`src/rtl/sb_pkg.sv`:
```
// Shared types and helpers for the posted-write store buffer.
package sb_pkg;

  localparam int unsigned STRB_W = 4;
  localparam int unsigned DATA_W = 32;
  localparam int unsigned ADDR_W = 32;

  // One queued store: full address, lane-aligned data and byte enables.
  typedef struct packed {
    logic [ADDR_W-1:0] addr;
    logic [DATA_W-1:0] data;
    logic [STRB_W-1:0] strb;
  } sb_entry_t;

  localparam int unsigned ENTRY_W = $bits(sb_entry_t);

  // Replace the strobed byte lanes of old_word with those of new_word.
  function automatic logic [DATA_W-1:0] merge_bytes(input logic [DATA_W-1:0] old_word,
                                                    input logic [DATA_W-1:0] new_word,
                                                    input logic [STRB_W-1:0] strb);
    logic [DATA_W-1:0] res;
    res = old_word;
    for (int i = 0; i < int'(STRB_W); i++) begin
      if (strb[i]) res[8*i +: 8] = new_word[8*i +: 8];
    end
    return res;
  endfunction

endpackage

```
`src/rtl/store_buffer_fifo.sv`:
```
// Circular entry storage with head/tail pointers, occupancy and a per-entry
// valid mask so the parent can compare every pending entry in parallel.
module store_buffer_fifo #(
  parameter int unsigned DEPTH = 4,
  parameter int unsigned W     = 8
) (
  input  logic                      clk,
  input  logic                      rst_n,
  input  logic                      push,
  input  logic [W-1:0]              push_data,
  input  logic                      pop,
  output logic [W-1:0]              head_data,
  output logic [DEPTH-1:0][W-1:0]   entries,
  output logic [DEPTH-1:0]          valid,
  output logic [$clog2(DEPTH):0]    count,
  output logic                      empty,
  output logic                      full
);

  localparam int unsigned PTR_W = $clog2(DEPTH);
  localparam int unsigned CNT_W = PTR_W + 1;

  logic [PTR_W-1:0] head_q;
  logic [PTR_W-1:0] tail_q;
  logic [CNT_W-1:0] count_q;
  logic [DEPTH-1:0] valid_q;
  logic [DEPTH-1:0] valid_d;
  logic [W-1:0]     mem_q [DEPTH];

  // Next valid mask: retire the head on pop, claim the tail slot on push.
  always_comb begin
    valid_d = valid_q;
    if (pop)  valid_d[head_q] = 1'b0;
    if (push) valid_d[tail_q] = 1'b1;
  end

  // Pointer, occupancy and valid-mask state; pointers wrap naturally (DEPTH is 2^n).
  always_ff @(posedge clk or negedge rst_n) begin
    if (!rst_n) begin
      head_q  <= '0;
      tail_q  <= '0;
      count_q <= '0;
      valid_q <= '0;
    end else begin
      valid_q <= valid_d;
      if (push) tail_q <= PTR_W'(tail_q + 1'b1);
      if (pop)  head_q <= PTR_W'(head_q + 1'b1);
      case ({push, pop})
        2'b10:   count_q <= CNT_W'(count_q + 1'b1);
        2'b01:   count_q <= CNT_W'(count_q - 1'b1);
        default: count_q <= count_q;
      endcase
    end
  end

  // Entry payloads; contents are meaningless unless the matching valid bit is set.
  always_ff @(posedge clk) begin
    if (push) mem_q[tail_q] <= push_data;
  end

  // Expose every slot for the parallel address compare.
  always_comb begin
    for (int i = 0; i < int'(DEPTH); i++) entries[i] = mem_q[i];
  end

  assign head_data = mem_q[head_q];
  assign valid     = valid_q;
  assign count     = count_q;
  assign empty     = (count_q == '0);
  assign full      = (count_q == CNT_W'(DEPTH));

endmodule

```
`src/rtl/store_buffer.sv`:
```
// Posted-write buffer in front of data_memory: queues strobed stores, drains
// one entry per cycle with a same-cycle read-modify-write, and shares the
// single memory port with core loads (loads hitting a pending store stall).
module store_buffer
  import sb_pkg::*;
#(
  parameter int unsigned DEPTH     = 4,
  parameter int unsigned ADDR_BITS = 10
) (
  input  logic                   clk,
  input  logic                   rst_n,
  input  logic                   st_valid,
  output logic                   st_ready,
  input  logic [31:0]            st_addr,
  input  logic [31:0]            st_data,
  input  logic [3:0]             st_strb,
  input  logic                   ld_valid,
  output logic                   ld_ready,
  input  logic [31:0]            ld_addr,
  output logic [31:0]            ld_data,
  output logic [31:0]            mem_a,
  output logic [31:0]            mem_wd,
  output logic                   mem_we,
  input  logic [31:0]            mem_rd,
  output logic [$clog2(DEPTH):0] count,
  output logic                   empty,
  output logic                   full
);

  sb_entry_t                       push_entry;
  sb_entry_t                       head_entry;
  logic [ENTRY_W-1:0]              head_raw;
  logic [DEPTH-1:0][ENTRY_W-1:0]   entries;
  logic [DEPTH-1:0]                valid;
  logic [DEPTH-1:0]                match;
  logic                            push;
  logic                            drain;
  logic                            ld_hit;
  logic                            unused_entry_bits;

  assign push_entry = '{addr: st_addr, data: st_data, strb: st_strb};
  assign head_entry = head_raw;

  // A store arriving while full waits, even if a drain frees a slot this cycle.
  assign st_ready = !full;
  assign push     = st_valid && !full;

  store_buffer_fifo #(
    .DEPTH (DEPTH),
    .W     (ENTRY_W)
  ) u_fifo (
    .clk       (clk),
    .rst_n     (rst_n),
    .push      (push),
    .push_data (push_entry),
    .pop       (drain),
    .head_data (head_raw),
    .entries   (entries),
    .valid     (valid),
    .count     (count),
    .empty     (empty),
    .full      (full)
  );

  // Only the address fields take part in the compare; strobes are deliberately ignored.
  always_comb begin
    sb_entry_t e;
    for (int i = 0; i < int'(DEPTH); i++) begin
      e        = entries[i];
      match[i] = valid[i] && (e.addr[ADDR_BITS-1:0] == ld_addr[ADDR_BITS-1:0]);
    end
  end

  assign unused_entry_bits = ^entries;

  // Drain when there is no load, when the load must wait for a matching entry,
  // or when full; the load is otherwise served first, so a hit always drains.
  assign ld_hit   = ld_valid && (|match);
  assign drain    = !empty && (!ld_valid || ld_hit || full);
  assign ld_ready = ld_valid && !drain;

  // Memory port address/enable; kept apart from the mem_rd consumers to avoid a false loop.
  always_comb begin
    mem_a  = '0;
    mem_we = 1'b0;
    if (drain) begin
      mem_a  = head_entry.addr;
      mem_we = 1'b1;
    end else if (ld_ready) begin
      mem_a  = ld_addr;
    end
  end

  // Read-modify-write data for the drain and the zero-latency load return.
  always_comb begin
    mem_wd  = '0;
    ld_data = '0;
    if (drain) begin
      mem_wd = merge_bytes(mem_rd, head_entry.data, head_entry.strb);
    end else if (ld_ready) begin
      ld_data = mem_rd;
    end
  end

endmodule
```
`config.mk`:
```
export PLATFORM = sky130hd
export DESIGN_NAME = store_buffer
export DESIGN_NICKNAME = d
export VERILOG_FILES = /design/src/rtl/sb_pkg.sv /design/src/rtl/store_buffer_fifo.sv /design/src/rtl/store_buffer.sv
export SDC_FILE = /design/constraint.sdc
export NUM_CORES = 1
export LEC_CHECK = 0
export ABC_AREA = 1
export BUFFER_PORTS_ARGS = -buffer_cell sky130_fd_sc_hd__buf_2
export CAP_MARGIN = 40
export CORE_UTILIZATION = 25
export CTS_CLUSTER_DIAMETER = 50
export CTS_CLUSTER_SIZE = 24
export DETAILED_ROUTE_END_ITERATION = 7
export PLACE_DENSITY = 0.44
export SYNTH_ARGS = -nofsm -noshare
export SYNTH_HDL_FRONTEND = slang
export SYNTH_HIERARCHICAL = 1
export SYNTH_SLANG_ARGS = --single-unit
```
`constraint.sdc`:
```
create_clock -name clk -period 3.2 [get_ports clk]
set_input_delay 0.48 -clock clk [delete_from_list [all_inputs] [get_ports clk]]
set_output_delay 0.48 -clock clk [all_outputs]
set_load 0.01 [all_outputs]
```
# ---- Word-level counts from Yosys, hierarchy flattened
# Memory sizes are Yosys's and may differ from the RTL's.
# Index checks and enable logic that the tools add are counted.
dict set report classes {
  n_reduce_logical 19
  order_cmp 4
  addsub 4
  muxes 19
  n_eq_ne 7
  n_bitwise 3
}
# operator count
set ops {}
lappend ops {{2-to-1 mux 32 bit} 5}
lappend ops {{== test 10 bit} 4}
lappend ops {{2-to-1 mux 8 bit} 4}
lappend ops {{logical AND 1 bit} 10}
lappend ops {{2-to-1 mux 4 bit} 2}
lappend ops {{less-than comparator 2 x 3 -> 1 bit (second input constant)} 2}
lappend ops {{one-hot mux 3 bit (2 select lines)} 1}
lappend ops {{2-to-1 mux 1 bit} 5}
lappend ops {{adder 2 x 1 -> 2 bit (second input constant)} 2}
lappend ops {{bitwise AND 4 bit} 1}
lappend ops {{demux 1 bit (select 2 bit)} 2}
lappend ops {{>= comparator 2 x 1 -> 1 bit (second input constant)} 2}
lappend ops {{logical NOT 1 bit} 4}
lappend ops {{NOT 4 bit} 1}
lappend ops {{bitwise OR 4 bit} 1}
lappend ops {{OR reduction 4 bit} 1}
lappend ops {{adder 3 x 1 -> 3 bit (second input constant)} 1}
lappend ops {{== test 3 bit (second input constant)} 1}
lappend ops {{logical NOT 3 bit} 1}
lappend ops {{subtractor 3 x 1 -> 3 bit (second input constant)} 1}
lappend ops {{== test 2 x 1 -> 1 bit (second input constant)} 1}
lappend ops {{== test 2 bit (second input constant)} 1}
lappend ops {{logical OR 1 bit} 2}
lappend ops {{nonzero test 2 bit} 1}
dict set report word_totals {
  mem_bits_rw 272
  ff_bits 11
  out_inout_bits 104
  memories 1
  wordCells 61
  in_bits 136
}
# name depth word_bits rd rd_clocked_by_memory_dff wr line_no
set memory_table {}
lappend memory_table {u_fifo.mem_q 4 68 5 0 1 store_buffer_fifo.sv:28} ;# logic [W-1:0] mem_q [DEPTH];

# ---- Depth between registers and ports, before layout
# Gate-level depths: netlist of the first run.
dict set report depth {
  ltp_word 11
  depth_mapped 19
  depth_no_buf 18
}

# ---- Hierarchy
# The synthesis of the first run kept the hierarchy.
# module instances area_per_inst_um2 cells_each seq_area_each_um2
set modules_own_cells {}
lappend modules_own_cells {store_buffer_fifo 1 11541.1 864 8443.1}
lappend modules_own_cells {store_buffer 1 1956.9 460 0.0}

# ---- Worst setup path after synthesis of the first run
# No wires, ideal clock.
dict set report synth_timing {
  kind {register to register}
  startpoint {register u_fifo.count_q[2] (netlist: u_fifo/count[2])}
  endpoint {memory u_fifo/mem_q[0][0] (netlist bit) (enable)}
  slack_ns 0.405
  period_less_slack_ns 2.795
  n_path_buf 1
  stages_incl_launch_ff 7
  arrival_ns 2.373
  setup_time_ns 0.422
  required_time_ns 2.778
  cell_sequence {dfrtp_1 > inv_1 > nor3_1 > nor2_1 > clkbuf_1 > nand2_1 > inv_1}
}
dict set report synth_via {
  elab_chain_len 5
}
# item line_no
set synth_rtl {}
lappend synth_rtl {{from (decl)} store_buffer_fifo.sv:25} ;# logic [CNT_W-1:0] count_q;
lappend synth_rtl {{from (signal assigned)} store_buffer_fifo.sv:49} ;# 2'b10: count_q <= CNT_W'(count_q + 1'b1);
lappend synth_rtl {{from (signal assigned)} store_buffer_fifo.sv:50} ;# 2'b01: count_q <= CNT_W'(count_q - 1'b1);
lappend synth_rtl {{from (signal assigned)} store_buffer_fifo.sv:51} ;# default: count_q <= count_q;
lappend synth_rtl {{== test 3 bit} store_buffer_fifo.sv:70} ;# assign full = (count_q == CNT_W'(DEPTH));
lappend synth_rtl {{via full} store_buffer.sv:27} ;# output logic full
lappend synth_rtl {{logical NOT 1 bit} store_buffer.sv:46} ;# assign push = st_valid && !full;
lappend synth_rtl {{logical AND 1 bit} store_buffer.sv:46}
lappend synth_rtl {{via push} store_buffer.sv:36} ;# logic push;
lappend synth_rtl {{2-to-1 mux 1 bit} store_buffer_fifo.sv:58} ;# if (push) mem_q[tail_q] <= push_data;
lappend synth_rtl {{2-to-1 mux 1 bit (not written as such)} store_buffer_fifo.sv:58}
lappend synth_rtl {{to (decl)} store_buffer_fifo.sv:28}
# The timed path passes the listed nets, and every way through them passes these cells.

# ---- Worst setup path after layout of the first run
dict set report layout_timing {
  startpoint {register u_fifo.count_q[0] (netlist: u_fifo/count[0])}
  endpoint {output mem_a[16]}
}
dict set report layout_via {
  elab_chain_len 7
  elab_cells_between_ends 9
  cone_classes {eq/ne: 1; mux: 2; reduce/logical: 6}
}
# item line_no
set layout_rtl {}
lappend layout_rtl {{== test 3 bit / logical NOT 3 bit (equally long branches)} {store_buffer_fifo.sv:70, store_buffer_fifo.sv:69}}
lappend layout_rtl {{logical OR 1 bit / logical NOT 1 bit (equally long branches)} store_buffer.sv:79} ;# assign drain = !empty && (!ld_valid || ld_hit || full);
lappend layout_rtl {{logical AND 1 bit (*)} store_buffer.sv:79}
lappend layout_rtl {{logical NOT 1 bit} store_buffer.sv:80} ;# assign ld_ready = ld_valid && !drain;
lappend layout_rtl {{logical AND 1 bit} store_buffer.sv:80}
lappend layout_rtl {{2-to-1 mux 32 bit} store_buffer.sv:89} ;# end else if (ld_ready) begin
lappend layout_rtl {{2-to-1 mux 32 bit (*)} store_buffer.sv:86} ;# if (drain) begin
lappend layout_rtl {{to (decl)} store_buffer.sv:21} ;# output logic [31:0] mem_a,
# Mark *: on every way between the ends. The rest lies on a longest branch, timed or not.

==> results of run 1 <==
critical path: stages, from the launching register on:
cell,delay [ns]
dfrtp_1,0.44
nor3_2,0.38
nor2_1,0.11
nand2_1,0.14
nor2_1,0.09
nor2_4,0.22
buf_4,0.30
nand2_1,0.12
nand2_1,0.08
buf_2,0.12
placed cells by master (no fill, tap or decap), drive strengths merged, types with 2 or more instances in the layout:
cell type | Yosys | final
a21oi | 33 | 33
buf | 53 | 267
clkbuf | 21 | 39
clkinv | 0 | 12
clkinvlp | 0 | 2
dfrtp | 11 | 11
edfxtp | 272 | 272
ha | 9 | 9
inv | 229 | 243
nand2 | 373 | 373
nand3 | 41 | 41
nand4 | 4 | 4
nor2 | 117 | 117
nor3 | 3 | 3
o211ai | 136 | 136
o21ai | 7 | 7
xnor2 | 9 | 9
xor2 | 3 | 3
layout make-up:
cell class,count,area share
Clock inverter,29,0.0198
Clock buffer,39,0.0573
Antenna cell,1,0.000150
Multi-Input combinational cell,738,0.216
Tap cell,688,0.0517
Inverter,229,0.0527
Sequential cell,283,0.507
Timing Repair Buffer,268,0.0950
worst paths after layout:
check,startpoint,endpoint,slack (ns),depth (start not counted)
min reg2reg,u_fifo/valid[1],u_fifo/valid[1],0.47,2
min,st_data[9],u_fifo/mem_q[0][13],0.14,1
max,u_fifo/count[0],mem_a[16],0.16,9
max reg2reg,u_fifo/count[2],u_fifo/mem_q[0][53],0.75,6
min in group asynchronous,rst_n,u_fifo/valid[3],0.37,2
max in group asynchronous,rst_n,u_fifo/head_q[1],2.55,2
layer usage:
layer / vias to the layer above / global-route usage / wire [um]
li1: 4862 / - / -
met1: 4379 / 0.174 / 16800
met2: 231 / 0.219 / 17000
met3: 60 / 0.0278 / 1930
met4: 10 / 0.0421 / 675
met5: - / 0 / 65
state kept, by name, summed over array words and instances (netlist names):
| name | flops |
|---|---|
| u_fifo/mem_q | 272 |
| u_fifo/valid | 4 |
| u_fifo/count | 3 |
| u_fifo/head_q | 2 |
| u_fifo/tail_q | 2 |
metrics by stage:
stage | setup WS [ns] | std cells | hold WS [ns] | area (sq um) | utilization
after floorplan | 0.405 | 1324 | 0.184 | 13500 | -
after global placement | 0.469 | 2205 | 0.386 | 15300 | 0.289
after detailed placement | 0.442 | 2205 | 0.390 | 15300 | 0.289
after CTS | 0.0506 | 2274 | 0.0827 | 16600 | 0.314
after global routing | 0.00359 | 2274 | 0.0963 | 16700 | 0.314
final | 0.161 | 2275 | 0.135 | 16700 | 0.314
power by group through the flow:
stage                     registers, mW  logic [mW]  clock network (mW)
after CTS                          5.19        5.97                4.38
after floorplan                    5.20        4.09                   0
after global placement             5.25        5.93                   0
final                              5.18        5.84                4.23
after global routing               5.25        6.60                4.51
after detailed placement           5.26        5.94                   0
logic make-up (layout without fill, tap and decap cells):
| kind of cell | after synthesis | after routing | synth area share |
|---|---|---|---|
| adder cells (fa/ha/maj) | 10 | 10 | 0.00983 |
| AND/OR/NAND/NOR | 539 | 539 | 0.156 |
| AO/OA/AOI/OAI | 177 | 177 | 0.0913 |
| flip-flops | 283 | 283 | 0.626 |
| other | 0 | 1 | 0 |
| buffers and inverters | 303 | 565 | 0.110 |
| XOR/XNOR | 12 | 12 | 0.00779 |
repair_timing:
item                       in CTS  in global routing
setup endpoints to repair      30                 29
resized for setup               2                  6
hold endpoints to repair       11                  0
hold buffers                    1                  0
gates cloned                    0                  0
==> impl_metrics.ini, run 1 <==
[placed_design]
gp_congestion = 0.818
hpwl_um = 24000
io_buffers = 239

[sta]
fmax_ghz = 0.329
worst_pin_slew_ns = 0.708
period_minus_slack_ns = 3.04
slew_violations = 0
period_share = 0.950
final-hold-violation-count = 0
rsz0062_at_grt = no
finClkSkew_ns = 0.0180
setup_violations = 0
tns_ns = 0
relSlewSlack = 0.526

[drt]
drt_wl_total_um = 36400
first_pass_iters = 5
post_drt_wl_per_cell_um = 16.0
drtAntennaViolNets = 0
routed_via_density = 4.19
first_iter_violations = 548
drc = 0
dr_total_vias = 9542

[pwr]
clkPwrFrac = 0.277
power_mw = 15.2
powerDensity_mw_per_mm2 = 915
switching_share = 0.395
p_sw_mw = 6.02
p_int_mw = 9.23
p_leak_nw = 7.36
peakVddDrop_mv = 0.350
p_comb_frac = 0.383
p_seq_frac = 0.340

[synthesis]
yosys.area.top_type = edfxtp_1
syn_area_per_cell_sq_um = 10.2
async_flop_share = 0.0389
yosysMostFrequentCell = nand2_1
syn_nets = 1470
synth_edf_count = 272
synth-seq-area-share = 0.626
synth_ff_type = edfxtp_1
netlist_top_cells_count = nand2_1, edfxtp_1, inv_1
synthTopCellsByArea = edfxtp_1, nand2_1, o211ai_1
synth_area_sq_mm = 0.0135
ys_seq_elements = 283
synth_cells = 1324
yosys_warnings = 6
ys_types = 28
synth_top_area_frac = 0.605

[clocking]
post_cts_buffers = 0
cts_sinks = 283
cts_root_buf = clkbuf_16
clk_pin_slew_ns = 0.06
clockBufferDepth = 3
tritoncts = done
clkLatencyLatePin_ns = 0.56
numCtsBuffers = 37
htreeDepth = 2

[finish]
drive_above_1_share = 0.220
fillers = 5520
area_growth_pct = 23.4
fin_nets = 1703
multi_input_area_sq_mm = 0.00360
register_area_sq_mm = 0.00845

[setup_path]
crit_path_start_kind = register
cp-end-kind = primary output
cp.required_ns = 2.72
critPathArrivalTime_ns = 2.56
cp_max_fo = 17
path_class = reg2out

[grt]
grt_first_pass_wirelength_um = 54100
grt_pass1_vias = 9036
antenna_found_initial = 8
grt_overflow = 0
grt_usage = 0.133
grt_max_degree = 95

[flow_run]
cap_violations = 0

[min_path]
hold_path_class = in2reg

[floorplanning]
rows = 84
start_util = 0.255
die_x_um = 234
dieArea_sq_mm = 0.0549
fp.dieH_um = 234
ios = 240
core_area_sq_mm = 0.0530

[outcome]
status = finished clean
Power figures use the tool's default switching activity.
==> run 2: changes to the inputs <==
Settings changed: CORE_MARGIN set to 5.
==> impl_metrics.ini, run 2 (same netlist as run 1, synthesis figures left out) <==
[sta]
fmax_ghz = 0.336
period_minus_slack_ns = 2.98
setup_violations = 0
final-hold-violation-count = 0
rsz0062_at_grt = no
slew_violations = 0
hold_ws_ns = 0.150
finClkSkew_ns = 0.0337
period_share = 0.930
tns_ns = 0
worst_pin_slew_ns = 0.793
relSlewSlack = 0.471

[finish]
multi_input_area_sq_mm = 0.00359
top_register = u_fifo/mem_q
register_area_sq_mm = 0.00845
largest_reg_flops = 272
fin_nets = 1699
area_growth_pct = 22.8
layout_commonest_cell = nand2_1
drive_above_1_share = 0.216
stdcell_area_sq_mm = 0.0166
fillers = 5544
final_cell_mix = nand2_1, edfxtp_1, buf_2

[drt]
drt_wl_total_um = 36000
routed_via_density = 4.16
dr_total_vias = 9479
post_drt_wl_per_cell_um = 15.8
first_iter_violations = 522
drtAntennaViolNets = 0
drc = 0
first_pass_iters = 5

[clocking]
numCtsBuffers = 38
clk_pin_slew_ns = 0.07
htreeDepth = 2
clkLatencyLatePin_ns = 0.55
cts_root_buf = clkbuf_16
cts_sinks = 283
clockBufferDepth = 3
tritoncts = done

[pwr]
powerDensity_mw_per_mm2 = 911
switching_share = 0.384
p_sw_mw = 5.80
p_int_mw = 9.30
clkPwrFrac = 0.280
peakVddDrop_mv = 0.398
p_leak_nw = 7.33
p_seq_frac = 0.343
p_comb_frac = 0.377

[setup_path]
reg2reg_slack_ns = 0.64
r2r-end = u_fifo/mem_q[2][9]
critPathArrivalTime_ns = 2.50
path_class = reg2out
cp-end-kind = primary output
timing.rr.start = u_fifo/count[2]
r2r_cells = 7
cp_max_fo = 104
cp.required_ns = 2.72
crit_path_start_kind = register

[grt]
antenna_found_initial = 10
grt_first_pass_wirelength_um = 55300
met2_usage = 0.203
grt_max_degree = 105
grt_pass1_vias = 9372
grt.busiest_layer = met2
met1_usage = 0.154
grt_usage = 0.121
grt_overflow = 0
grt_util_met3 = 0.0334

[placed_design]
placed_area_sq_mm = 0.0152
hpwl_um = 23200
io_buffers = 239
gp_congestion = 0.792

[floorplanning]
rows = 85
start_util = 0.251
die_x_um = 242
core_area_sq_mm = 0.0537
ios = 240
dieArea_sq_mm = 0.0587
fp.dieH_um = 242

[min_path]
whs_path_depth = 1
min_delay_worst_endpoint = u_fifo/mem_q[3][7]
hold_path_class = in2reg
worstHoldStart = st_data[3]

[flow_run]
cap_violations = 0

[outcome]
status = finished clean
-- run 2: timing repair --
item                                    in CTS  in global routing
hold buffers                                 1                  0
endpoints found under the setup margin       7                 28
buffers inserted                             0                  0
hold endpoints to repair                    11                  0
resized for setup                            2                  9
-- run 2: layer usage --
| metal | routed length [um] | up-vias |
|---|---|---|
| met5 | 111 | - |
| met3 | 2130 | 56 |
| li1 | - | 4856 |
| met1 | 16100 | 4343 |
| met4 | 635 | 16 |
| met2 | 17100 | 208 |
-- run 2: cell type report --
type / instances / area share
timing repair buffer: 263 / 0.0889
multi-input combinational: 738 / 0.217
tap: 696 / 0.0525
sequential: 283 / 0.510
clock inverter: 27 / 0.0183
antenna: 3 / 0.000453
inverter: 229 / 0.0539
clock buffer: 42 / 0.0596
-- run 2: how the worst max path moves through the flow --
stage                     cells past startpoint              from                 end
final                                         8  u_fifo/head_q[0]          mem_wd[22]
after global routing                          8  u_fifo/head_q[0]          mem_wd[24]
after CTS                                     7  u_fifo/head_q[1]           mem_wd[8]
after detailed placement                     19        ld_addr[1]     u_fifo/count[2]
after global placement                       19        ld_addr[1]     u_fifo/count[2]
after floorplan                               6   u_fifo/count[2]  u_fifo/mem_q[0][0]
-- run 2: power groups by stage --
stage	combinational, mW	clock, mW	sequential [mW]
global placement	5.78	0	5.25
floorplan	4.09	0	5.20
finish	5.69	4.23	5.18
CTS	5.83	4.41	5.19
global route	6.49	4.58	5.25
detailed placement	5.80	0	5.27
-- run 2: per-stage QoR --
| step | setup slack, ns | std cells | utilization | power [mW] |
|---|---|---|---|---|
| finish | 0.225 | 2281 | 0.309 | 15.1 |
| global route | 0.00486 | 2278 | 0.308 | 16.3 |
| CTS | 0.0496 | 2278 | 0.308 | 15.4 |
| detailed placement | 0.393 | 2208 | 0.283 | 11.1 |
| global placement | 0.447 | 2208 | 0.283 | 11.0 |
| floorplan | 0.405 | 1324 | - | 9.29 |
-- run 2: worst max-delay path, stage by stage (launching register included) --
cell	delay, ns
dfrtp_2	0.45
bufinv_16	0.35
buf_16	0.34
nand2_1	0.09
o211ai_1	0.10
nand2_1	0.08
a21oi_1	0.21
nor2_1	0.07
buf_2	0.15
==> run 3: changes to the inputs <==
Settings changed: CORE_UTILIZATION 25 to 30, GPL_TIMING_DRIVEN set to 0, PLACE_DENSITY 0.44 to 0.5.
==> impl_metrics.ini, run 3 (same netlist as run 1, synthesis figures left out) <==
[clocking]
numCtsBuffers = 35
cts_sinks = 283
clockBufferDepth = 3
clkLatencyLatePin_ns = 0.54
tritoncts = done
cts_root_buf = clkbuf_16
htreeDepth = 2
clk_pin_slew_ns = 0.07

[grt]
grt_max_degree = 44
grt_usage = 0.158
grt_pass1_vias = 9952
met2_usage = 0.273
grt_overflow = 0
grt_util_met3 = 0.0384
antenna_found_initial = 8
met1_usage = 0.204
grt.busiest_layer = met2
grt_first_pass_wirelength_um = 59800

[finish]
area_growth_pct = 24.4
register_area_sq_mm = 0.00844
fillers = 4471
layout_commonest_cell = nand2_1
final_cell_mix = nand2_1, edfxtp_1, buf_2
drive_above_1_share = 0.237
utilization = 0.379
fin_nets = 1745
largest_reg_flops = 272
multi_input_area_sq_mm = 0.00360
top_register = u_fifo/mem_q

[sta]
period_share = 0.945
hold_ws_ns = 0.152
fmax_ghz = 0.331
slew_violations = 0
period_minus_slack_ns = 3.02
finClkSkew_ns = 0.0241
rsz0062_at_grt = no
worst_pin_slew_ns = 0.609
tns_ns = 0
setup_violations = 0
relSlewSlack = 0.594
final-hold-violation-count = 0

[drt]
drt_wl_total_um = 40000
routed_via_density = 4.43
first_pass_iters = 5
first_iter_violations = 518
post_drt_wl_per_cell_um = 18.0
drc = 0
drtAntennaViolNets = 0
dr_total_vias = 9820

[floorplanning]
rows = 77
fp.dieH_um = 222
core_area_sq_mm = 0.0443
dieArea_sq_mm = 0.0493
die_x_um = 222
ios = 240
start_util = 0.305

[setup_path]
path_delay_family = buffers and inverters
max_stage_delay_ns = 0.43
cp_num_buf_inv = 5
path_class = reg2out
crit_path_cell_trace = inv_2, buf_6, clkbuf_8, nand2_1, o211ai_1, nand2_2, clkbuf_8, nor2_1, a21oi_1, nor2_1, buf_2
cp-end-kind = primary output
critPathArrivalTime_ns = 2.54
cp_max_fo = 10
reg2reg_slack_ns = 0.53
crit_path_start_kind = register
critPathSlowestCell = dfrtp_1
cp.required_ns = 2.72

[pwr]
p_leak_nw = 7.53
powerDensity_mw_per_mm2 = 939
peakVddDrop_mv = 0.412

[placed_design]
gp_congestion = 0.843
hpwl_um = 27600
io_buffers = 236

[outcome]
status = finished clean

[flow_run]
cap_violations = 0

[min_path]
hold_path_class = in2reg
-- run 3: final cells by class --
cell class | instances | share of cell area
antenna | 1 | 0.000149
buffer | 70 | 0.0376
clock buffer | 37 | 0.0526
clock inverter | 27 | 0.0183
inverter | 229 | 0.0518
multi-input combinational | 738 | 0.214
sequential | 283 | 0.503
tap | 592 | 0.0441
timing repair buffer | 242 | 0.0780
-- run 3: power by group --
group	total (mW)	switching, mW	internal [mW]
Combinational	6.66	4.34	2.32
Clock	3.98	1.70	2.27
Sequential	5.13	0.237	4.90
-- run 3: routing by layer --
metal	routed length, um	share of wire	vias to the layer above
met1	17600	0.44	4589
met3	2370	0.059	50
met2	19500	0.49	241
met4	553	0.014	10
li1	-	-	4930
met5	47	0.0012	-
-- run 3: path summary, 6_finish.rpt --
kind,cells past startpoint,from,end
setup / recovery,11,u_fifo/head_q[0],mem_wd[23]
hold / removal,1,st_addr[21],u_fifo/mem_q[3][57]
setup reg to reg,15,u_fifo/mem_q[0][42],u_fifo/count[2]
hold reg to reg,2,u_fifo/valid[0],u_fifo/valid[0]
max in group asynchronous,2,rst_n,u_fifo/valid[0]
min in group asynchronous,2,rst_n,u_fifo/valid[2]
-- run 3: timing repair --
item / CTS / global route
endpoints found under the hold margin: 11 / 0
setup endpoints to repair: 36 / 45
hold buffers: 1 / 0
gates resized for setup: 13 / 8
buffers inserted: 0 / 1
pin swaps: 1 / 1
-- run 3: through the flow --
stage / instance area [sq um] / power (mW) / cells / setup slack (ns)
global placement: 15400 / 11.9 / 2152 / -1.09
detailed placement: 15500 / 12.0 / 2156 / -0.0668
finish: 16800 / 15.8 / 2219 / 0.175
global route: 16800 / 16.9 / 2218 / 0.000285
CTS: 16800 / 16.0 / 2217 / -0.0256
floorplan: 13500 / 9.29 / 1324 / 0.405
